===== src/rtl/dmem_arbiter.sv =====
// Two-port round-robin arbiter sharing the data memory port between the core (r0) and loader/debug master (r1).
// Optional ownership lock for multi-word bursts is built only when DMEM_ARB_LOCK_EN is defined.
module dmem_arbiter #(
  parameter int unsigned AW = 32,
  parameter int unsigned DW = 32
) (
  input  logic            clk,
  input  logic            rst,
  input  logic            r0_req,
  input  logic [DW/8-1:0] r0_we,
  input  logic [AW-1:0]   r0_addr,
  input  logic [DW-1:0]   r0_wdata,
  input  logic            r0_lock,
  output logic            r0_gnt,
  output logic            r0_rvalid,
  output logic [DW-1:0]   r0_rdata,
  input  logic            r1_req,
  input  logic [DW/8-1:0] r1_we,
  input  logic [AW-1:0]   r1_addr,
  input  logic [DW-1:0]   r1_wdata,
  input  logic            r1_lock,
  output logic            r1_gnt,
  output logic            r1_rvalid,
  output logic [DW-1:0]   r1_rdata,
  output logic [DW/8-1:0] mem_we,
  output logic [AW-1:0]   mem_addr,
  output logic [DW-1:0]   mem_wdata,
  input  logic [DW-1:0]   mem_rdata
);

  localparam int unsigned BW = DW / 8;

  logic r_last;
  logic r_pend_vld;
  logic r_pend_id;

  logic w_allow0;
  logic w_allow1;
  logic w_cand0;
  logic w_cand1;
  logic w_gnt0;
  logic w_gnt1;
  logic w_gnt_rd;

`ifdef DMEM_ARB_LOCK_EN
  typedef enum logic [1:0] {
    OPEN = 2'd0,
    OWN0 = 2'd1,
    OWN1 = 2'd2
  } own_state_t;

  own_state_t r_state;
  own_state_t w_state_nxt;

  // An owner shuts out the other requester until it releases.
  assign w_allow0 = (r_state != OWN1);
  assign w_allow1 = (r_state != OWN0);

  always_ff @(posedge clk or negedge rst) begin
    if (!rst) begin
      r_state <= OPEN;
    end else begin
      r_state <= w_state_nxt;
    end
  end

  always_comb begin
    w_state_nxt = r_state;
    case (r_state)
      OPEN: begin
        if (w_gnt0 && r0_lock) begin
          w_state_nxt = OWN0;
        end else if (w_gnt1 && r1_lock) begin
          w_state_nxt = OWN1;
        end
      end
      // Ownership ends on an unlocked access or when the owner goes idle.
      OWN0: begin
        if (!r0_req || (w_gnt0 && !r0_lock)) begin
          w_state_nxt = OPEN;
        end
      end
      OWN1: begin
        if (!r1_req || (w_gnt1 && !r1_lock)) begin
          w_state_nxt = OPEN;
        end
      end
      default: begin
        w_state_nxt = OPEN;
      end
    endcase
  end
`else
  logic w_lock_unused;

  assign w_lock_unused = r0_lock ^ r1_lock;
  assign w_allow0      = 1'b1;
  assign w_allow1      = 1'b1;
`endif

  // Round-robin: on a tie the requester that did not win last time is granted.
  assign w_cand0 = r0_req & w_allow0;
  assign w_cand1 = r1_req & w_allow1;
  assign w_gnt0  = w_cand0 & (~w_cand1 | r_last);
  assign w_gnt1  = w_cand1 & (~w_cand0 | ~r_last);

  assign w_gnt_rd = (w_gnt0 && (r0_we == BW'(0))) || (w_gnt1 && (r1_we == BW'(0)));

  always_comb begin
    mem_we    = BW'(0);
    mem_addr  = AW'(0);
    mem_wdata = DW'(0);
    if (w_gnt0) begin
      mem_we    = r0_we;
      mem_addr  = r0_addr;
      mem_wdata = r0_wdata;
    end else if (w_gnt1) begin
      mem_we    = r1_we;
      mem_addr  = r1_addr;
      mem_wdata = r1_wdata;
    end
  end

  // Remember the last grantee and who owns the read returning next cycle.
  always_ff @(posedge clk or negedge rst) begin
    if (!rst) begin
      r_last     <= 1'b1;
      r_pend_vld <= 1'b0;
      r_pend_id  <= 1'b0;
    end else begin
      if (w_gnt0 || w_gnt1) begin
        r_last <= w_gnt1;
      end
      r_pend_vld <= w_gnt_rd;
      r_pend_id  <= w_gnt1;
    end
  end

  assign r0_gnt    = w_gnt0;
  assign r1_gnt    = w_gnt1;
  assign r0_rvalid = r_pend_vld & ~r_pend_id;
  assign r1_rvalid = r_pend_vld & r_pend_id;
  assign r0_rdata  = mem_rdata;
  assign r1_rdata  = mem_rdata;

endmodule


===== config.mk =====
export PLATFORM = sky130hd
export DESIGN_NAME = dmem_arbiter
export DESIGN_NICKNAME = d
export VERILOG_FILES = /design/src/rtl/dmem_arbiter.sv
export SDC_FILE = /design/constraint.sdc
export NUM_CORES = 1
export LEC_CHECK = 0
export BUFFER_PORTS_ARGS = -buffer_cell sky130_fd_sc_hd__buf_2
export CAP_MARGIN = 40
export CORE_AREA = 2 2 120 122
export DETAILED_ROUTE_END_ITERATION = 8
export DIE_AREA = 0 0 122 124
export HOLD_SLACK_MARGIN = 0.12
export PLACE_DENSITY = 0.4
export SLEW_MARGIN = 20
export SYNTH_ARGS = -nofsm -noshare
export SYNTH_HDL_FRONTEND = slang
export SYNTH_SLANG_ARGS = --single-unit

===== constraint.sdc =====
create_clock -name clk -period 3.45 [get_ports clk]
set_input_delay 0.69 -clock clk [delete_from_list [all_inputs] [get_ports clk]]
set_output_delay 0.69 -clock clk [all_outputs]
set_load 0.02 [all_outputs]

==> results list <==
* Outcome: complete, no violations
* Vias: 1,787
- Die extent in x: 122 um
- First-pass detailed-route iteration total: 3
- At the placement stage, the worst setup path has a slack of 0.7903 ns.
* Global placement routability congestion: 0.6730
- Combinational Power Share: 64.5%
- For the pin with the worst max-slew slack, the measured transition is 0.7475 ns.
- Overall power of the completed layout: 0.6384 mW
* Cts bufs inserted: 3
- Internal cell power: 0.3725 mW
- Required time at the endpoint of the critical path: 2.76 ns
* Crit path launch: r_last
- Of the total power, the share spent switching nets is 41.66%.
* GRT Util Overall: 6.964%
* Max-slew headroom: 50.16%
- Dividing the detail-routed via count by the number of cells gives 3.731.
- For flop-to-flop paths, the worst setup slack is 2.36 ns.
- Accumulated negative setup slack: 0 ns
- The number of antenna violations at the first check in global routing is 1.
* Detailed-route wire length: 6240 um
- Starting utilization of the core area: 9.667%
- The synthesized netlist contains 16 unique library cells.
- Total setup buffers inserted after CTS: 0
- Leaving out fill and tap cells, the most frequent cells in the layout are sky130_fd_sc_hd__buf_2 (211), sky130_fd_sc_hd__a22o_1 (68), sky130_fd_sc_hd__clkbuf_16 (3).
- Endpoints failing setup: 0
- Number of buffers between clock root and the deepest sink: 2
- Entering global routing, the biggest net connects 72 pins.
- Number of buffer cells added on primary ports: 211
- Residual antenna-violating net count after detailed routing: 0
- The min-delay analysis places its worst path in the category primary input to asynchronous set/reset pin.
- Cell area after technology mapping: 0.001326 mm^2
- In this run the power spent charging and discharging nets is 0.2660 mW.
* Peak ir drop on the vdd network: 0.1302 mV
- Antenna Diode Count: 0
- TritonCTS built the clock tree.
- After detailed routing, the number of remaining DRC violations is 0.
- At the worst endpoint, the arrival time is 2.00 ns.
* Number of global-route vias before repair: 1,620
* Endpoint kind of the worst setup timing path: output pin
- Clock-pin slew reported for the worst setup and hold paths after clock tree synthesis: 0.03 ns
- Leakage Power: 1.261 nW
- Number of ports placed on the die boundary: 310
* Cell at the root of the clock tree: sky130_fd_sc_hd__clkbuf_16
- The number of hold violations in the final report came to 0.
- Std cell rows: 43
* Half-perimeter wire length after placement: 5315 um
* Cts-stage hold buffer count: 0
- Maximum Capacitance Violations: 0
- In this run the worst path has a maximum fanout of 69.
- Once the clock tree was built, the resizer swapped 0 gates to a different size.
- Leaving out fill and tap cells, the most frequent cell in the layout is sky130_fd_sc_hd__buf_2.
- In this run, the number of DRC markers left after iteration 0 of detailed routing was 18.
* Fillers: 1,608
- The floorplan step defined a die boundary enclosing 0.01513 mm^2.
- For this run the aggregate overflow at the end of global routing stands at 0.
* Setup repair after global routing missed its margin: no
- Power density over the cells: 298.4 mW/mm^2
* Highest clock rate: 0.3714 GHz
- Launching element type of the critical path: register
* Clk network pwr share: 28.7%
* Max-slew violations: 0
- From synthesis to final layout, the design area changed by 61.32%.
- The startpoint identified for the worst register-to-register timing path is r_last.
- The worst path in the final design needs a cycle of 2.692 ns, including I/O delays and setup.
- Type of the worst setup path: register to output pin
* Number of standard cells after synthesis: 162
- The die is 124 um tall.
- Setup slack closes at 0.7576 ns.
- Per-instance average area after synthesis: 8.187 um^2
- The first global-routing pass estimated 8245 um of wire.
* Sequential share of power: 6.7%
* Number of warnings reported in the yosys synthesis log: 0
* Part of the Yosys area used for sequential elements: 5.755%
- Skew-Pair Late Insertion Delay: 0.22 ns
* Share of cells above drive strength 1: 73.24%
* Share of the clock period used by the worst path after layout: 78.04%
- The synthesized design contains 3 register bits.
* Mapped Nets: 336
- In this run the standard cell core region covers 0.01372 mm^2.
- At the end of the flow, the number of nets in the layout was 474.
- Max H-tree Level: 1
- In the final routed layout, each cell accounts on average for 13.03 um.
- Between clock sinks in the finished design, the worst skew comes to 0.001868 ns.
- The tree built by TritonCTS fans out to 3 sinks.
[registers in the layout, summed over array words and instances, names as in the netlist]
name / cells
r_last: 1
r_pend_vld: 1
r_pend_id: 1
[power groups by stage]
stage	clock [mW]	sequential, mW	combinational, mW
after floorplan	0	0.0420	0.354
after global placement	0	0.0431	0.412
after detailed placement	0	0.0432	0.417
after CTS	0.188	0.0429	0.419
after global routing	0.194	0.0436	0.447
final	0.184	0.0429	0.412
[Yosys cell counts]
library cell               instances  area, um^2
sky130_fd_sc_hd__a22o_1           68       595.6
sky130_fd_sc_hd__buf_4            64       480.5
sky130_fd_sc_hd__buf_2            12       60.06
sky130_fd_sc_hd__buf_6             3       33.78
sky130_fd_sc_hd__dfrtp_1           2       50.05
sky130_fd_sc_hd__nand2_1           2       7.510
sky130_fd_sc_hd__nor4_1            2       12.51
sky130_fd_sc_hd__a21boi_2          1       11.26
sky130_fd_sc_hd__and2_1            1       6.260
sky130_fd_sc_hd__and2_4            1       8.760
sky130_fd_sc_hd__dfstp_2           1       26.28
sky130_fd_sc_hd__inv_1             1       3.750
sky130_fd_sc_hd__nand2b_4          1       13.76
sky130_fd_sc_hd__nand3_1           1       5.000
sky130_fd_sc_hd__nor2b_1           1       6.260
sky130_fd_sc_hd__o21ai_0           1       5.000
[metrics by stage]
stage | utilization [%] | cell area [um^2] | hold WS (ns) | cells
floorplan | - | 1326 | 0.3944 | 162
global placement | 15.02 | 2061 | 0.4894 | 475
detailed placement | 15.02 | 2061 | 0.4953 | 475
CTS | 15.60 | 2140 | 0.2592 | 479
global route | 15.60 | 2140 | 0.2620 | 479
finish | 15.60 | 2140 | 0.2600 | 479
[layout make-up]
type	instances	area, um^2	share of cell area (%)
Inverter	1	3.754	0.1754
Multi-Input combinational cell	79	679.4	31.75
Sequential cell	3	76.32	3.567
Tap cell	180	225.2	10.53
Timing Repair Buffer	212	1076	50.29
Clock buffer	4	78.83	3.684
[worst paths after layout]
kind	endpoint	cells after the start
setup / recovery	mem_addr[7]	4
hold / removal	r_pend_id	1
setup reg to reg	r_pend_vld	4
hold reg to reg	r_last	2
max in group asynchronous	r_last	1
min in group clk	r_last	2
[logic make-up after synthesis]
family                 count (synthesis)  share of synthesized area [%]
AND/OR/NAND/NOR                        9                          4.528
buffers and inverters                 80                          43.58
flip-flops                             3                          5.755
AO/OA/AOI/OAI                         70                          46.13
[critical path, cell delays in order, from the launching register on]
cell                       delay, ns
sky130_fd_sc_hd__dfstp_2        0.56
sky130_fd_sc_hd__nand2b_4       0.14
sky130_fd_sc_hd__and2_4         0.62
sky130_fd_sc_hd__a22o_1         0.25
sky130_fd_sc_hd__buf_2          0.17
[metal layers]
metal | track usage [%] | vias up | part of all wire [%] | routed length [um]
li1 | - | 822 | - | -
met5 | 0 | - | 0 | 0
met3 | 1.832 | 18 | 13 | 825
met4 | 2.371 | 0 | 2.6 | 161
met1 | 6.868 | 769 | 33 | 2080
met2 | 13.93 | 178 | 51 | 3173
(Power assumes the default switching activity.)
